File: src/rtl/iu_mul_pkg.sv
// Shared definitions for the IU sequential multiplier: opcodes, FSM states, flag bit positions.
package iu_mul_pkg;

  localparam logic [5:0] OP_UMUL   = 6'b001010;
  localparam logic [5:0] OP_SMUL   = 6'b001011;
  localparam logic [5:0] OP_UMULCC = 6'b011010;
  localparam logic [5:0] OP_SMULCC = 6'b011011;

  typedef enum logic [1:0] {
    IDLE = 2'd0,
    CALC = 2'd1,
    FIX  = 2'd2,
    DONE = 2'd3
  } mul_state_e;

  localparam int FLAG_N = 3;
  localparam int FLAG_Z = 2;
  localparam int FLAG_V = 1;
  localparam int FLAG_C = 0;

endpackage

File: src/rtl/iu_mul_step.sv
// One shift-add step: adds mcand times the low BPC bits of the accumulator to its upper half,
// then shifts the whole accumulator right by BPC.
module iu_mul_step
  import iu_mul_pkg::*;
#(
  parameter int WIDTH = 32,
  parameter int BPC   = 1
) (
  input  logic [2*WIDTH-1:0] acc_in,
  input  logic [WIDTH-1:0]   mcand,
  output logic [2*WIDTH-1:0] acc_out
);

  logic [WIDTH+BPC-1:0] partial;
  logic [WIDTH+BPC-1:0] sum;

  // The partial sum is WIDTH+BPC bits wide so the carry out of the upper half is kept.
  always_comb begin
    partial = '0;
    for (int j = 0; j < BPC; j++) begin
      if (acc_in[j]) partial = partial + ({{BPC{1'b0}}, mcand} << j);
    end
    sum     = {{BPC{1'b0}}, acc_in[2*WIDTH-1:WIDTH]} + partial;
    acc_out = {sum, acc_in[WIDTH-1:BPC]};
  end

endmodule

File: src/rtl/iu_seq_multiplier.sv
// Multi-cycle UMUL/SMUL/UMULcc/SMULcc unit: sign-magnitude shift-add core with a
// start/done handshake, registered rd/Yreg and icc flags.
module iu_seq_multiplier
  import iu_mul_pkg::*;
#(
  parameter int WIDTH          = 32,
  parameter int BITS_PER_CYCLE = 1
) (
  input  logic             clk,
  input  logic             rst,
  input  logic             start,
  input  logic [5:0]       op,
  input  logic [WIDTH-1:0] A,
  input  logic [WIDTH-1:0] B,
  output logic             busy,
  output logic             done,
  output logic             illegal,
  output logic [WIDTH-1:0] rd,
  output logic [WIDTH-1:0] Yreg,
  output logic [3:0]       flags,
  output logic             cc_we
);

  localparam int N  = WIDTH / BITS_PER_CYCLE;
  localparam int CW = (N > 1) ? $clog2(N) : 1;

  mul_state_e         state, state_nx;
  logic [CW-1:0]      cnt;
  logic [2*WIDTH-1:0] acc, acc_step, prod_fix;
  logic [WIDTH-1:0]   mcand, mag_a, mag_b;
  logic               negate, is_cc, is_illegal;
  logic               legal_op, signed_op, cc_op;

  always_comb begin
    legal_op  = (op == OP_UMUL) || (op == OP_SMUL) || (op == OP_UMULCC) || (op == OP_SMULCC);
    signed_op = (op == OP_SMUL) || (op == OP_SMULCC);
    cc_op     = (op == OP_UMULCC) || (op == OP_SMULCC);
    // Most negative value negates to itself, which is its correct unsigned magnitude.
    mag_a     = (signed_op && A[WIDTH-1]) ? -A : A;
    mag_b     = (signed_op && B[WIDTH-1]) ? -B : B;
    prod_fix  = negate ? -acc : acc;
  end

  iu_mul_step #(
    .WIDTH (WIDTH),
    .BPC   (BITS_PER_CYCLE)
  ) u_step (
    .acc_in  (acc),
    .mcand   (mcand),
    .acc_out (acc_step)
  );

  always_comb begin
    state_nx = state;
    unique case (state)
      IDLE: if (start) state_nx = legal_op ? CALC : DONE;
      CALC: if (cnt == '0) state_nx = FIX;
      FIX:  state_nx = DONE;
      DONE: state_nx = IDLE;
      default: state_nx = IDLE;
    endcase
  end

  always_comb begin
    busy    = (state == CALC) || (state == FIX);
    done    = (state == DONE);
    illegal = done && is_illegal;
    cc_we   = done && is_cc;
  end

  always_ff @(posedge clk) begin
    if (rst) begin
      state      <= IDLE;
      cnt        <= '0;
      acc        <= '0;
      mcand      <= '0;
      negate     <= 1'b0;
      is_cc      <= 1'b0;
      is_illegal <= 1'b0;
      rd         <= '0;
      Yreg       <= '0;
      flags      <= '0;
    end else begin
      state <= state_nx;
      unique case (state)
        IDLE: begin
          if (start) begin
            acc        <= {{WIDTH{1'b0}}, mag_a};
            mcand      <= mag_b;
            negate     <= signed_op && (A[WIDTH-1] ^ B[WIDTH-1]);
            is_cc      <= cc_op;
            is_illegal <= !legal_op;
            cnt        <= CW'(N - 1);
          end
        end
        CALC: begin
          acc <= acc_step;
          cnt <= cnt - CW'(1);
        end
        // Results land at the FIX->DONE edge so they are visible while done is high.
        FIX: begin
          rd   <= prod_fix[WIDTH-1:0];
          Yreg <= prod_fix[2*WIDTH-1:WIDTH];
          if (is_cc) begin
            flags[FLAG_N] <= prod_fix[WIDTH-1];
            flags[FLAG_Z] <= (prod_fix[WIDTH-1:0] == '0);
            flags[FLAG_V] <= 1'b0;
            flags[FLAG_C] <= 1'b0;
          end
        end
        default: ;
      endcase
    end
  end

endmodule
File: config.mk
export PLATFORM = sky130hd
export DESIGN_NAME = iu_seq_multiplier
export DESIGN_NICKNAME = d
export VERILOG_FILES = /design/src/rtl/iu_mul_pkg.sv /design/src/rtl/iu_mul_step.sv /design/src/rtl/iu_seq_multiplier.sv
export SDC_FILE = /design/constraint.sdc
export NUM_CORES = 1
export LEC_CHECK = 0
export ABC_AREA = 1
export CELL_PAD_IN_SITES_DETAIL_PLACEMENT = 0
export CELL_PAD_IN_SITES_GLOBAL_PLACEMENT = 1
export CORE_MARGIN = 5
export CORE_UTILIZATION = 43
export CTS_CLUSTER_DIAMETER = 100
export DETAILED_ROUTE_END_ITERATION = 7
export GPL_TIMING_DRIVEN = 1
export PLACE_DENSITY_LB_ADDON = 0.1
export SETUP_SLACK_MARGIN = 0.05
export SLEW_MARGIN = 20
export SYNTH_ARGS = -nofsm -noshare
export SYNTH_HDL_FRONTEND = slang
export SYNTH_SLANG_ARGS = --single-unit
File: constraint.sdc
create_clock -name clk -period 3.9 [get_ports clk]
set_input_delay 0.585 -clock clk [delete_from_list [all_inputs] [get_ports clk]]
set_output_delay 0.585 -clock clk [all_outputs]
set_load 0.01 [all_outputs]
==> results.yml <==
synth:
  yosysSeqAreaShare_pct: 27.2
  synth.top_cell.area_share_pct: 27.2
  synth_area_mm2: 0.0126
  ys_types: 50
  yosys_register_bits: 172
  yosysWarnings: 0
  synth_top_area_cell: "dfxtp_1"
  avgSynthCellArea_um2: 6.07
  synth.top_cells.by_area: "dfxtp_1, nand2_1, nor2_1, inv_1, a21oi_1"
  syn_inst: 2083
floorplan:
  die-area_mm2: 0.0329
  die_h_um: 181
  die_w_um: 181
  core_area_mm2: 0.0289
  row_count: 62
  ios: 145
  start_util_pct: 43.8
setup_path:
  crit_type: "reg2reg"
  critPathCaptureType: "register"
  cp.required_ps: 4270
  path_max_fanout: 24
  cp-start-kind: "register"
  crit_arrival_ps: 3110
clock_tree:
  holdBufCountCts: 0
  post_cts_buffers: 0
  cts_buffer_depth: 2
  clock-root-buffer: "clkbuf_16"
  path_clk_slew_ps: 70
  insertion_delay_ps: 450
  cts_tree: "done"
  post_cts_resize_count: 0
  clock-sinks: 172
  htree_num_levels: 4
  cts_made_buffers: 17
timing:
  fin_crit_sh_pct: 70.3
  setup_slack_ps: 1160
  finalSetupViolCount: 0
  fin_crit_ps: 2740
  max_freq_mhz: 365
  skew_ps: 15.0
  setup_tns_ps: 0
  hold_viol_final: 0
  drv_slew: 0
  rsz0062_at_grt: "no"
  slew_headroom_pct: 33.3
  worst_pin_slew_ps: 1000
placement:
  dp_hpwl_um: 35900
  gp_congestion: 0.976
  placed_area_mm2: 0.0144
  pre_cts_slack_ps: 962
  io_buffers: 142
global_routing:
  antenna_found_initial: 0
  grt_pass1_vias: 13042
  grt.overflow.total: 0
  grt_pass1_wl_um: 71400
  grt_start_max_net_pins: 96
  grtUsageTotal_pct: 27.1
cells_and_area:
  post-route-util_pct: 51.8
  area_delta_synth_final_pct: 18.2
  nets: 2297
  fill_cells: 3115
  layout_commonest_cell: "nand2_1"
  final_cell_mix: "nand2_1, nor2_1, inv_1, a21oi_1, dfxtp_1"
  diodes: 0
  design_area_mm2: 0.0149
  layout-drive-gt1-share_pct: 5.38
power_and_ir_drop:
  ir_drop_v: 0.000351
  p_leak_nw: 7.08
  powerDensity_mw_per_mm2: 627
outcome:
  status: "finished clean"
detailed_routing:
  wirelength_um: 45900
  wl_per_cell_um: 17.8
  via_count: 13673
  drt_iter0_markers: 1043
  via_per_inst: 5.30
  drt_pre_antenna_iters: 8
  ant_nets: 0
  drc_errors: 0
flow_run:
  cap_violations: 0
min_path:
  hp-class: "reg2reg"
==> final cells by class <==
class	instances	area [µm²]	area share, %
Tap cell	384	480	3.22
Multi-Input combinational cell	1540	7790	52.1
Inverter	292	1100	7.33
Sequential cell	172	3440	23.0
Timing Repair Buffer	158	1550	10.4
Clock buffer	21	450	3.01
Clock inverter	11	135	0.904
==> metal layers <==
metal	vias up	wire (µm)	track usage (%)
met3	85	1500	2.94
met4	0	1760	10.5
li1	6910	-	-
met1	6342	18000	30.1
met5	-	0	0
met2	336	24600	52.4
==> registers in the layout, summed over array words and instances (netlist names) <==
signal and flops:
Yreg 32, acc 64, cnt 5, flags 2
is_cc 1, is_illegal 1, mcand 32, negate 1
rd 32, state 2
==> Yosys cell counts, drive strengths merged <==
cell type	instances
nand2	476
nor2	310
inv	291
a21oi	180
dfxtp	172
o21ai	164
nand3	132
clkbuf	52
xor2	48
ha	42
nor3	34
o211ai	32
nand4	30
buf	28
or2	15
xnor2	14
a31oi	13
o221ai	8
nand3b	7
o21bai	6
o21a	5
a21boi	3
a21o	3
nand2b	3
nor4	3
a221oi	2
and2	2
a211oi	1
a22oi	1
a311oi	1
clkinv	1
conb	1
fa	1
nor3b	1
o22ai	1
==> final timing paths <==
| path | start | to | slack [ps] | cells past startpoint |
|---|---|---|---|---|
| min | rd[7]$_SDFFE_PP0P_ | rd[7]$_SDFFE_PP0P_ | 490 | 2 |
| min reg2reg | rd[7]$_SDFFE_PP0P_ | rd[7]$_SDFFE_PP0P_ | 490 | 2 |
| max | acc[0]$_SDFFE_PP0P_ | acc[52]$_SDFFE_PP0P_ | 1160 | 13 |
| max reg2reg | acc[0]$_SDFFE_PP0P_ | acc[52]$_SDFFE_PP0P_ | 1160 | 13 |
==> kinds of logic (layout without fill, tap and decap cells) <==
logic type | after synthesis | count (layout) | synth area share, %
AND/OR/NAND/NOR | 1013 | 1013 | 34.4
AO/OA/AOI/OAI | 420 | 420 | 18.4
buffers and inverters | 372 | 482 | 11.3
flip-flops | 172 | 172 | 27.2
XOR/XNOR | 62 | 62 | 4.29
adder cells (fa/ha/maj) | 43 | 43 | 4.31
other | 1 | 2 | 0.0297
==> power breakdown <==
part           switching [mW]  leakage [nW]  internal (mW)
Sequential              0.484          1.41           2.26
Combinational            3.13          5.39           1.75
Clock                   0.776         0.281          0.973
Total                    4.39          7.08           4.98
==> critical path: stages (launching register included) <==
cell and delay (ps):
dfxtp_1 470, buf_4 350, nand2_1 120, inv_1 70
ha_1 280, a21oi_1 210, o21ai_0 210, nor2_1 170
nand2_1 160, a21oi_1 280, inv_1 70, nand2_1 60
nand3_1 60, a21oi_1 140
==> through the flow <==
step,std cells,power (mW),hold WS (ps)
after floorplan,2084,5.83,454
after global placement,2546,7.60,466
after detailed placement,2546,7.65,468
after CTS,2578,9.41,488
after global routing,2578,10.1,501
final,2578,9.37,486
No activity file was read; power rests on OpenSTA's default activity.
